File: src/rtl/serial_subtractor.sv
`default_nettype none
// ============================================================================
// Module   : serial_subtractor
// Purpose  : Bit-serial subtractor computing a - b - b_in, modulo 2^WIDTH.
//            The subtraction runs LSB first, one full-subtractor bit per clock.
//            Operands enter through a valid/ready handshake, and the result
//            leaves through a second valid/ready handshake.
// Revision : 1.0 - initial release
// ----------------------------------------------------------------------------
// Ports
//   clk       in   clock; all state changes on the rising edge
//   rst_n     in   asynchronous active-low reset
//   in_valid  in   a, b and b_in are valid
//   in_ready  out  block is idle and can accept operands
//   a         in   [WIDTH] minuend
//   b         in   [WIDTH] subtrahend
//   b_in      in   borrow-in
//   out_valid out  diff, b_out and ovf are valid
//   out_ready in   consumer accepts the result
//   diff      out  [WIDTH] a - b - b_in modulo 2^WIDTH
//   b_out     out  final borrow (unsigned underflow)
//   ovf       out  signed two's-complement overflow
// ============================================================================
module serial_subtractor #(
  parameter int WIDTH = 8
) (
  input  logic             clk,
  input  logic             rst_n,
  input  logic             in_valid,
  output logic             in_ready,
  input  logic [WIDTH-1:0] a,
  input  logic [WIDTH-1:0] b,
  input  logic             b_in,
  output logic             out_valid,
  input  logic             out_ready,
  output logic [WIDTH-1:0] diff,
  output logic             b_out,
  output logic             ovf
);

  localparam int                 CNT_W    = $clog2(WIDTH + 1);
  localparam logic [CNT_W-1:0]   LAST_BIT = CNT_W'(WIDTH - 1);

  typedef enum logic [1:0] {
    IDLE = 2'd0,
    RUN  = 2'd1,
    DONE = 2'd2
  } state_t;

  state_t             state_q,   state_d;
  logic [WIDTH-1:0]   a_sr_q,    a_sr_d;
  logic [WIDTH-1:0]   b_sr_q,    b_sr_d;
  logic [WIDTH-1:0]   diff_sr_q, diff_sr_d;
  logic               borrow_q,  borrow_d;
  logic [CNT_W-1:0]   cnt_q,     cnt_d;
  logic [WIDTH-1:0]   diff_q,    diff_d;
  logic               b_out_q,   b_out_d;
  logic               ovf_q,     ovf_d;

  // Full-subtractor slice applied to the current LSBs of the shift registers
  logic sub_a, sub_b, sub_bit, sub_borrow;

  always_comb begin
    sub_a      = a_sr_q[0];
    sub_b      = b_sr_q[0];
    sub_bit    = sub_a ^ sub_b ^ borrow_q;
    sub_borrow = (~sub_a & sub_b) | (~sub_a & borrow_q) | (sub_b & borrow_q);
  end

  always_comb begin
    state_d   = state_q;
    a_sr_d    = a_sr_q;
    b_sr_d    = b_sr_q;
    diff_sr_d = diff_sr_q;
    borrow_d  = borrow_q;
    cnt_d     = cnt_q;
    diff_d    = diff_q;
    b_out_d   = b_out_q;
    ovf_d     = ovf_q;

    case (state_q)
      IDLE: begin
        if (in_valid) begin
          a_sr_d    = a;
          b_sr_d    = b;
          borrow_d  = b_in;
          diff_sr_d = '0;
          cnt_d     = '0;
          state_d   = RUN;
        end
      end

      RUN: begin
        a_sr_d    = a_sr_q >> 1;
        b_sr_d    = b_sr_q >> 1;
        borrow_d  = sub_borrow;
        diff_sr_d = {sub_bit, diff_sr_q[WIDTH-1:1]};
        cnt_d     = cnt_q + CNT_W'(1);
        if (cnt_q == LAST_BIT) begin
          // The last slice processes the operand MSBs, so the sign-overflow
          // test can be made here without keeping copies of the operands.
          // The visible result registers change only on this edge, so they
          // hold their previous values for the rest of the operation.
          diff_d  = {sub_bit, diff_sr_q[WIDTH-1:1]};
          b_out_d = sub_borrow;
          ovf_d   = (sub_a != sub_b) & (sub_bit != sub_a);
          state_d = DONE;
        end
      end

      DONE: begin
        if (out_ready) begin
          state_d = IDLE;
        end
      end

      default: state_d = IDLE;
    endcase
  end

  always_ff @(posedge clk or negedge rst_n) begin
    if (!rst_n) begin
      state_q   <= IDLE;
      a_sr_q    <= '0;
      b_sr_q    <= '0;
      diff_sr_q <= '0;
      borrow_q  <= 1'b0;
      cnt_q     <= '0;
      diff_q    <= '0;
      b_out_q   <= 1'b0;
      ovf_q     <= 1'b0;
    end else begin
      state_q   <= state_d;
      a_sr_q    <= a_sr_d;
      b_sr_q    <= b_sr_d;
      diff_sr_q <= diff_sr_d;
      borrow_q  <= borrow_d;
      cnt_q     <= cnt_d;
      diff_q    <= diff_d;
      b_out_q   <= b_out_d;
      ovf_q     <= ovf_d;
    end
  end

  assign in_ready  = (state_q == IDLE);
  assign out_valid = (state_q == DONE);
  assign diff      = diff_q;
  assign b_out     = b_out_q;
  assign ovf       = ovf_q;

endmodule
`default_nettype wire

File: config.mk
export PLATFORM = sky130hd
export DESIGN_NAME = serial_subtractor
export DESIGN_NICKNAME = d
export VERILOG_FILES = /design/src/rtl/serial_subtractor.sv
export SDC_FILE = /design/constraint.sdc
export NUM_CORES = 1
export LEC_CHECK = 0
export ABC_AREA = 1
export CORE_MARGIN = 1.5
export CORE_UTILIZATION = 43
export DETAILED_ROUTE_END_ITERATION = 16
export HOLD_SLACK_MARGIN = 0.12
export PLACE_DENSITY = 0.7
export SETUP_SLACK_MARGIN = 0.2
export SYNTH_ARGS = -nofsm -noshare
export SYNTH_HDL_FRONTEND = slang
export SYNTH_SLANG_ARGS = --single-unit
export TNS_END_PERCENT = 50
File: constraint.sdc
create_clock -name clk -period 1.5 [get_ports clk]
set_clock_uncertainty 0.2 [all_clocks]
set_input_delay 0.375 -clock clk [delete_from_list [all_inputs] [get_ports clk]]
set_output_delay 0.375 -clock clk [all_outputs]
set_load 0.02 [all_outputs]
==> key figures <==
Synthesis
  – Synth Area per Inst: 8.70 um^2
  – Mapped Nets: 231
  – Most numerous cell in the Yosys netlist: nand2_1
  – Synth Flop Type: dfrtp_1
  – Cell Area, Synth: 1790 um^2
  – Synth cell types: 17
  – Seq cells post-synth: 40
  – Async S/R FF share, synth: 100%
  – Synth warn: 0
  – Synth cell count leaders: nand2_1, nand3_1, dfrtp_1, buf_2, inv_1
  – Area contributors post-synth: dfrtp_1, nand3_1, nand2_1
  – Area leader, netlist: dfrtp_1
  – Top-area cell type share of the netlist area: 55.8%
  – Synthesized instance count: 206
  – Seq/Total Area, Yosys: 55.8%
  – Number of synthesized flops with an enable pin: 0

Floorplan
  – Die X: 67.6 um
  – Starting density of the core: 44.8%
  – # rows: 23
  – Io pins: 33
  – Total core area: 4000 um^2
  – Die H: 67.6 um
  – DIE AREA: 4570 um^2

Run
  – Max Cap Viol: 0

Critical path
  – Critical Path RT: 920 ps
  – Slowest-stage cell, CP: dfrtp_2
  – CP peak stage delay: 450 ps
  – Startpoint types: flip-flop
  – Crit-path max FO: 3
  – Critical path endpoint category: primary output
  – Crit path arrival time: 1000 ps
  – Crit Path Category: reg2out
  – Critical-path cell list: nor2_4 > buf_6

Clock tree
  – TritonCTS Buffers: 5
  – Clk_lat worst skew: 280 ps
  – CTS tree: built
  – CTS clk-pin slew, worst paths: 80 ps
  – Max clock buf depth: 2
  – Clock Tree Root: clkbuf_8
  – Clock sink total: 40
  – Htree depth: 2

Layout
  – Nets: 289
  – Filler cells: 292
  – Area Overhead vs Synth: 53.0%
  – Multi-input logic area: 861 um^2
  – Fin cells: 315
  – Layout Utilization: 68.6%
  – Number of diodes: 0
  – Share of layout cells above drive strength 1: 30.2%
  – Reg area: 1000 um^2
  – Design area: 2740 um^2

Hold path
  – Hold Crit Class: reg2reg

STA
  – Final setup viols: 8
  – Slew Viols, Final: 0
  – Period utilisation layout: 105%
  – Slew @ Worst Pin: 290 ps
  – Final setup TNS: -366 ps
  – RSZ-0062 raised after global routing: true
  – Rel. slew slack: 80.7%
  – Fin. Hold Viols: 0
  – Final min period: 1580 ps
  – Setup slack after layout: -75.1 ps
  – F_max: 635 MHz

GRT
  – Initial antenna violation count: 0
  – Vias in the first global route: 1618
  – Global-route wire length before repair: 7530 um
  – Total GRT Usage: 22.7%
  – Largest net degree at the start of global routing: 30
  – GR Overflow Total: 0

Route
  – Average via count per standard cell: 5.10
  – Vias post-DR: 1606
  – Wire per inst: 13.8 um
  – Starting DRC count in detailed routing: 89
  – Antenna-violating nets left: 0
  – Residual DRC: 0
  – DR pass1 iterations: 4
  – Routed Wire Length: 4350 um

Run status
  – Failing checks: negative setup slack
  – Status: complete, but fails checks

Power and ir drop
  – Tot Pwr: 5.42 mW
  – VDD IR-drop max: 0.00109 V
  – Leak pwr: 1.33 nW
  – P per Cell Area: 1980 nW/um^2

Placed design
  – Detailed Place HPWL: 2560 um
  – Routability cong.: 0.828
  – Placed Area: 2290 um^2
  – Placed Instances: 295
  – I/O Buffers: 32
cells by family (layout without fill, tap and decap cells):
family / Yosys count / after routing / share of synthesized area, %
adder cells (fa/ha/maj): 4 / 4 / 3.21
flip-flops: 40 / 40 / 55.8
AND/OR/NAND/NOR: 139 / 140 / 34.2
AO/OA/AOI/OAI: 5 / 5 / 1.67
buffers and inverters: 18 / 76 / 5.09
placed cells by master (no fill, tap or decap), types with 2 or more instances in the layout:
cell / synthesis / routed
buf_4: 4 / 12
ha_1: 3 / 2
inv_2: 0 / 2
nand3_2: 0 / 13
dfrtp_1: 40 / 38
o21ai_1: 0 / 2
buf_12: 0 / 4
nand2_1: 69 / 65
inv_1: 6 / 4
buf_16: 0 / 2
nor2_4: 1 / 6
clkbuf_8: 0 / 5
nand3_1: 61 / 48
nand4_1: 2 / 2
dfrtp_2: 0 / 2
buf_6: 0 / 22
clkdlybuf4s50_1: 0 / 19
nand2_8: 0 / 2
critical path: cells and delay by family, from the launching register on:
family | cells | cell delay (ps)
buffers and inverters | 1 | 130
DFF | 1 | 450
and+or+nand+nor | 1 | 140
report_power, final:
group / total [mW] / internal (mW) / switching [mW]
Clock: 0.846 / 0.493 / 0.353
Combinational: 2.72 / 1.35 / 1.38
Sequential: 1.85 / 1.52 / 0.330
sequential cells by signal, summed over array words and instances, names as in the netlist:
| name | flops |
|---|---|
| b_out | 1 |
| state_q | 2 |
| cnt_q | 4 |
| ovf | 1 |
| b_sr_q | 8 |
| diff | 8 |
| a_sr_q | 8 |
| borrow_q | 1 |
| diff_sr_q | 7 |
final cells by class:
class	instances	area share, %
Sequential cell	40	36.6
Multi-Input combinational cell	149	31.4
Timing Repair Buffer	62	25.0
Clock buffer	6	2.65
Tap cell	50	2.28
Clock inverter	2	1.28
Inverter	6	0.821
routing by layer:
metal  global-route usage, %  wire [um]  vias to the layer above
li1                        -          -                      799
met5                       0          0                        -
met3                    4.50        169                       10
met4                    10.7         77                        0
met2                    35.4       2080                       38
met1                    30.4       2020                      759
worst paths after layout:
path	startpoint	slack, ps	end	depth (start not counted)
min in group asynchronous	rst_n	300	diff[1]	2
max reg2reg	state_q[1]	-80	diff[2]	8
max	state_q[0]	-80	in_ready	2
max in group asynchronous	rst_n	340	state_q[0]	3
min reg2reg	diff_sr_q[1]	280	diff[0]	2
min	diff_sr_q[1]	280	diff[0]	2
metrics by stage:
step	hold slack (ps)	setup WS [ps]
2_1_floorplan	-121	113
3_3_place_gp	73.9	-286
3_5_place_dp	83.6	-277
4_1_cts	280	-88.5
5_1_grt	314	-110
6_report	279	-75.1
timing repair:
item                                   4_1_cts  5_1_grt
endpoints found under the hold margin       40        0
hold buffers                                 1        0
gates cloned                                 4        0
buffers inserted                             7        0
setup endpoints to repair                   52       52
pin swaps                                   21       10
resized for setup                          119        2
Power figures use the tool's default switching activity.
